$ cat src/rtl/io_output_collector.sv
// Host side of the CPU I/O link: issues the startIO pulse, captures output words into a
// first-word-fall-through FIFO and declares end of run after an output-idle timeout.
module io_output_collector #(
  parameter int WIDTH       = 24,
  parameter int DEPTH       = 16,
  parameter int PTRWIDTH    = 4,
  parameter int IDLETIMEOUT = 1024,
  parameter int COUNTWIDTH  = 16
) (
  input  logic                clock,
  input  logic                reset,
  input  logic                go,
  output logic                startIO,
  input  logic                outFlag,
  input  logic [WIDTH-1:0]    cpuOut,
  input  logic                readEnable,
  output logic [WIDTH-1:0]    readData,
  output logic                readValid,
  output logic [PTRWIDTH:0]   wordCount,
  output logic                busy,
  output logic                done,
  output logic                overflow
);

  typedef enum logic [1:0] {
    S_IDLE,
    S_START,
    S_RUN,
    S_DONE
  } state_t;

  localparam logic [PTRWIDTH:0]     FULL_COUNT = (PTRWIDTH+1)'(DEPTH);
  localparam logic [PTRWIDTH:0]     COUNT_ONE  = (PTRWIDTH+1)'(1);
  localparam logic [PTRWIDTH-1:0]   PTR_ONE    = PTRWIDTH'(1);
  localparam logic [COUNTWIDTH-1:0] IDLE_ONE   = COUNTWIDTH'(1);
  localparam logic [COUNTWIDTH-1:0] IDLE_LAST  = COUNTWIDTH'(IDLETIMEOUT - 1);

  state_t                r_state;
  logic                  r_go_prev;
  logic [COUNTWIDTH-1:0] r_idle_cnt;
  logic                  r_start_io;
  logic                  r_busy;
  logic                  r_done;

  logic [WIDTH-1:0]      r_mem [DEPTH];
  logic [PTRWIDTH-1:0]   r_wr_ptr;
  logic [PTRWIDTH-1:0]   r_rd_ptr;
  logic [PTRWIDTH:0]     r_count;
  logic                  r_overflow;
  logic [WIDTH-1:0]      r_head;

  logic                  w_go_rise;
  logic                  w_clear;
  logic                  w_empty;
  logic                  w_full;
  logic                  w_push_req;
  logic                  w_pop;
  logic                  w_push;
  logic                  w_drop;
  logic [PTRWIDTH-1:0]   w_rd_next;
  logic [PTRWIDTH:0]     w_count_after_pop;

  assign w_go_rise  = go & ~r_go_prev;
  assign w_clear    = w_go_rise && ((r_state == S_IDLE) || (r_state == S_DONE));
  assign w_empty    = (r_count == '0);
  assign w_full     = (r_count == FULL_COUNT);
  assign w_push_req = (r_state == S_RUN) && outFlag;
  assign w_pop      = readEnable && !w_empty && !w_clear;
  // A full FIFO still accepts a word when the head leaves in the same cycle.
  assign w_push     = w_push_req && (!w_full || w_pop);
  assign w_drop     = w_push_req && w_full && !w_pop;

  assign w_rd_next         = r_rd_ptr + (w_pop ? PTR_ONE : '0);
  assign w_count_after_pop = r_count - (w_pop ? COUNT_ONE : '0);

  // NOTE: state registers use non-blocking assignments so every flop samples pre-edge values.
  always_ff @(posedge clock or posedge reset) begin
    if (reset) begin
      r_state    <= S_IDLE;
      r_go_prev  <= 1'b0;
      r_idle_cnt <= '0;
      r_start_io <= 1'b0;
      r_busy     <= 1'b0;
      r_done     <= 1'b0;
    end else begin
      r_go_prev <= go;
      case (r_state)
        S_IDLE, S_DONE: begin
          if (w_go_rise) begin
            r_state    <= S_START;
            r_start_io <= 1'b1;
            r_busy     <= 1'b1;
            r_done     <= 1'b0;
          end
        end
        S_START: begin
          r_state    <= S_RUN;
          r_start_io <= 1'b0;
          r_idle_cnt <= '0;
        end
        S_RUN: begin
          if (outFlag) begin
            r_idle_cnt <= '0;
          end else if (r_idle_cnt == IDLE_LAST) begin
            r_state <= S_DONE;
            r_busy  <= 1'b0;
            r_done  <= 1'b1;
          end else begin
            r_idle_cnt <= r_idle_cnt + IDLE_ONE;
          end
        end
        default: r_state <= S_IDLE;
      endcase
    end
  end

  // NOTE: the storage array has no reset; only pointers and count define which words are live.
  always_ff @(posedge clock) begin
    if (w_push) r_mem[r_wr_ptr] <= cpuOut;
  end

  always_ff @(posedge clock or posedge reset) begin
    if (reset) begin
      r_wr_ptr   <= '0;
      r_rd_ptr   <= '0;
      r_count    <= '0;
      r_overflow <= 1'b0;
      r_head     <= '0;
    end else if (w_clear) begin
      r_wr_ptr   <= '0;
      r_rd_ptr   <= '0;
      r_count    <= '0;
      r_overflow <= 1'b0;
    end else begin
      if (w_push) r_wr_ptr <= r_wr_ptr + PTR_ONE;
      if (w_pop)  r_rd_ptr <= w_rd_next;
      case ({w_push, w_pop})
        2'b10:   r_count <= r_count + COUNT_ONE;
        2'b01:   r_count <= r_count - COUNT_ONE;
        default: r_count <= r_count;
      endcase
      if (w_drop) r_overflow <= 1'b1;
      // Head register: the incoming word bypasses storage when it becomes the only entry.
      if (w_push && (w_count_after_pop == '0)) begin
        r_head <= cpuOut;
      end else if (w_pop && (r_count > COUNT_ONE)) begin
        r_head <= r_mem[w_rd_next];
      end
    end
  end

  assign startIO   = r_start_io;
  assign busy      = r_busy;
  assign done      = r_done;
  assign overflow  = r_overflow;
  assign readData  = r_head;
  assign readValid = !w_empty;
  assign wordCount = r_count;

endmodule

$ cat config.mk
export PLATFORM = sky130hd
export DESIGN_NAME = io_output_collector
export DESIGN_NICKNAME = d
export VERILOG_FILES = /design/src/rtl/io_output_collector.sv
export SDC_FILE = /design/constraint.sdc
export NUM_CORES = 1
export LEC_CHECK = 0
export ABC_CLOCK_PERIOD_IN_PS = 5800
export BUFFER_PORTS_ARGS = -buffer_cell sky130_fd_sc_hd__buf_4
export CORE_MARGIN = 1
export CORE_UTILIZATION = 57
export CTS_BUF_LIST = sky130_fd_sc_hd__clkbuf_16
export DETAILED_ROUTE_END_ITERATION = 16
export MAX_ROUTING_LAYER = met4
export PLACE_DENSITY = 0.74
export SLEW_MARGIN = 20
export SYNTH_ARGS = -nofsm -noshare
export SYNTH_HDL_FRONTEND = slang
export SYNTH_SLANG_ARGS = --single-unit
$ cat constraint.sdc
create_clock -name clock -period 5.8 [get_ports clock]
set_input_delay 0.58 -clock clock [delete_from_list [all_inputs] [get_ports clock]]
set_output_delay 0.58 -clock clock [all_outputs]
set_load 0.01 [all_outputs]
==> impl_results.rst <==
.. list-table::
   :header-rows: 1

   * - Metric
     - Value
   * - Status
     - finished clean
   * - Buffer count from post-CTS setup fixing
     - 0
   * - Register bit total from synthesis
     - 444
   * - Leak Pwr
     - 6.79 nW
   * - Count of clock tree sinks
     - 444
   * - Ratio of final minimum period to clock period
     - 77.3%
   * - Final-layout setup total negative slack
     - 0 ps
   * - Count of nets left with antenna violations after detail routing
     - 0
   * - Number of maximum-capacitance constraint violations
     - 0
   * - Fraction of power spent switching nets
     - 30.0%
   * - Combinational Power Share
     - 29.4%
   * - Number of core rows
     - 64
   * - Number of warning messages in the yosys log
     - 0
   * - Number of max-slew violations in the final report
     - 0
   * - Final HPWL DP
     - 21000 µm
   * - Hold Fails Final Rpt
     - 0
   * - WL final
     - 39900 µm
   * - Portion of total power attributed to the clock network
     - 29.5%
   * - Cell types with the largest area share after synthesis
     - edfxtp_1, mux4_2, dfrtp_1
   * - Die Area
     - 31900 µm²
   * - Unrepaired setup endpoints after global routing
     - no
   * - Headroom to the max-slew limit
     - 23.1%
   * - Cell accounting for the most synthesized area
     - edfxtp_1
   * - TritonCTS clock tree
     - built
   * - Hold buffer count at CTS
     - 0
   * - Hold Crit Class
     - in2reg
   * - Maximum cell stage delay along the critical path
     - approximately 970 ps
   * - DR iter-0 viols
     - 1089
   * - Post-CTS clock slew at the launch and capture registers of the worst setup and hold paths
     - 60 ps
   * - Launch point of the worst reg-to-reg path
     - wordCount[0]
   * - Net switching power of the design
     - 2.98 mW
   * - Level count of the clock H-tree
     - 2
   * - Actual slew at the worst max-slew pin
     - 1150 ps
   * - Vias
     - 9685
   * - Critical-path top delay cell
     - or4_1
   * - Cell depth of the worst hold path
     - 1
   * - Mean post-synth cell area
     - 18.6 µm²
   * - Count of pins on the block boundary
     - 63
   * - EDFF count, synth
     - 384
   * - Die span in y
     - 179 µm
   * - Power Density
     - 489 nW/µm²
   * - Initial core utilization
     - 58.0%
   * - Post-layout min period
     - roughly 4500 ps
   * - Fraction of final layout cells sized beyond drive strength 1
     - 25.8%
   * - Layout Area Growth over Synthesis
     - 14.4%
   * - Antenna Cells
     - 0
   * - GRT busiest layer
     - met2
   * - Crit path max fanout
     - 26
   * - Endpoint type of the worst setup path
     - flip-flop
   * - Routed len/inst
     - 27.2 µm
   * - Number of buffers inserted during clock tree synthesis
     - 45
   * - Post-CTS sizing
     - 0
   * - Insertion delay to the later sink of the worst-skew pair
     - 560 ps
   * - Met2 track demand over resource
     - 42.4%
   * - Global-route usage over all layers
     - a little over a quarter
   * - Root cell of the clock tree
     - clkbuf_16
   * - Share of async-settable or async-resettable flops after synthesis
     - a little over an eighth
   * - Final clock skew
     - 21.0 ps
   * - Met3 GRT Util
     - under 10%
   * - Number of buffers added on ports
     - 62
   * - Fraction of the yosys area taken by sequential cells
     - 73.3%
   * - First-pass DRT Iterations
     - 6
   * - Worst reg2reg path depth
     - 12
   * - Seq pwr share
     - 41.1%
   * - Vias in the first global route
     - 9665
   * - Total Nets Final
     - roughly 1100
   * - Internal power
     - around 7.0 mW
   * - Number of buffers between clock root and the deepest sink
     - 3
   * - Setup violators final
     - 0
   * - Ys flop type
     - edfxtp_1
   * - Number of library cell types mapped by synthesis
     - a little over 60
   * - Die Width
     - about 180 µm
   * - Ordered cell list for the critical path
     - inv_1, ha_1, or4b_1, nand2_1, nor2_1, ha_1, xor2_1, or4_1, a21oi_2, buf_4, o21ai_0, a21oi_1
   * - Setup CP Type
     - reg2reg
   * - VDD IR max
     - 0.260 mV
   * - Worst path most repeated cell
     - ha_1
   * - Global-route wire length before repair
     - 59800 µm
   * - Critical path arrival
     - 4960 ps
   * - Post-Synthesis Net Count
     - 1001
   * - Grt ovf
     - 0
   * - Endpoint required time on the critical path
     - about 6300 ps
   * - Post-synthesis cell count
     - around 960
   * - Core outline area
     - 30700 µm²
   * - FF-to-FF setup slack
     - roughly 1300 ps
   * - End of the worst register-to-register path
     - readData[16]
   * - Largest net degree at the start of global routing
     - 61
   * - Post-Route Hold Slack
     - 165 ps
   * - Start point of the critical path
     - wordCount[0]
   * - Startpoint of the lowest-slack hold path
     - go
   * - Cell area after synthesis
     - 17800 µm²
   * - Max frequency
     - 223 MHz
   * - Post-route DRC violation count
     - 0
   * - Type of element launching the critical path
     - flip-flop
   * - Routability-driven placement congestion ratio
     - roughly 0.8
   * - Number of antenna violations at the first check in global routing
     - 0
   * - Met1 routing resource usage after global routing
     - 37.3%
   * - End point of the most critical hold path
     - r_go_prev
   * - Post-synth top area share
     - 64.8%
   * - Drt via density
     - 6.61
[Yosys cell counts (7+ instances only)]
cell type / count
a211oi_1: 28
a21oi_1: 41
a222oi_1: 24
and2_1: 9
buf_1: 7
buf_2: 9
clkbuf_1: 38
dfrtp_1: 60
edfxtp_1: 384
ha_1: 15
inv_1: 20
mux4_2: 96
nand2_1: 20
nand3_1: 9
nor2_1: 42
o21ai_0: 35
or3_1: 27
xnor2_1: 11
[logic make-up after synthesis]
| logic type | after synthesis | share of synthesized area (%) |
|---|---|---|
| xor gates and xnor gates | 15 | 0.739 |
| AOI/OAI and AO/OA | 159 | 6.23 |
| DFF | 444 | 73.3 |
| buffers and inverters | 77 | 1.82 |
| muxes | 99 | 12.3 |
| adders and majority gates | 15 | 1.06 |
| and+or+nand+nor | 148 | 4.55 |
[worst max path at each step]
stage / endpoint / cells past startpoint
2_1_floorplan: r_mem[0][0] / 7
3_3_place_gp: readData[17] / 12
3_5_place_dp: readData[21] / 12
4_1_cts: readData[16] / 12
5_1_grt: readData[1] / 12
6_report: readData[16] / 12
[power groups by stage]
stage	Sequential [mW]	Clock (mW)	Combinational [mW]
after floorplan	4.07	0	2.00
after global placement	4.12	0	2.88
after detailed placement	4.14	0	2.93
after CTS	4.08	2.96	2.95
after global routing	4.11	3.08	3.13
final	4.09	2.94	2.92
[per-layer routing]
metal  vias to the layer above  part of all wire (%)
met2                       465                    50
met4                         0                   1.9
li1                       4081                     -
met3                        61                   8.3
met5                         -                     0
met1                      5078                    40
[state kept, by name (all words and copies together), names as in the netlist]
name	count
r_mem	384
readData	24
r_idle_cnt	16
wordCount	5
r_rd_ptr	4
r_wr_ptr	4
r_state	2
busy	1
done	1
overflow	1
r_go_prev	1
startIO	1
[worst max-delay path, delay by kind of cell (launching register included)]
family / cells / cell delay (ps)
AO/OA/AOI/OAI: 3 / 890
XOR/XNOR: 1 / 150
adder cells (fa/ha/maj): 2 / 400
buffers and inverters: 2 / 560
flip-flops: 1 / 450
AND/OR/NAND/NOR: 4 / 1930
[area by class of cell]
class,count,area (µm²)
Timing Repair Buffer,89,706
Multi-Input combinational cell,436,4530
Clock buffer,46,1150
Sequential cell,444,13000
Clock inverter,35,349
Tap cell,396,495
Inverter,20,75.1
Fill cell,2007,10300
[through the flow]
stage,util (%),worst slack [ps],cell area (µm²),std cells,total power [mW]
2_1_floorplan,-,1400,17800,957,6.08
3_3_place_gp,61.4,1530,18800,1384,7.01
3_5_place_dp,61.4,1340,18800,1384,7.07
4_1_cts,66.3,1280,20300,1465,9.99
5_1_grt,66.3,1090,20300,1466,10.3
6_report,66.3,1320,20300,1466,9.95
[layout by cell type, fill, tap and decap left out, types with 13 or more instances in the layout]
master,Yosys,final
dfrtp_1,60,60
a222oi_1,24,24
or3_1,27,27
o21ai_0,35,35
edfxtp_1,384,384
nor2_1,42,37
buf_4,0,86
inv_1,20,28
clkbuf_16,0,46
a21oi_1,41,41
ha_1,15,13
a211oi_1,28,28
nand2_1,20,20
mux4_2,96,96
No activity file was read; power rests on OpenSTA's default activity.
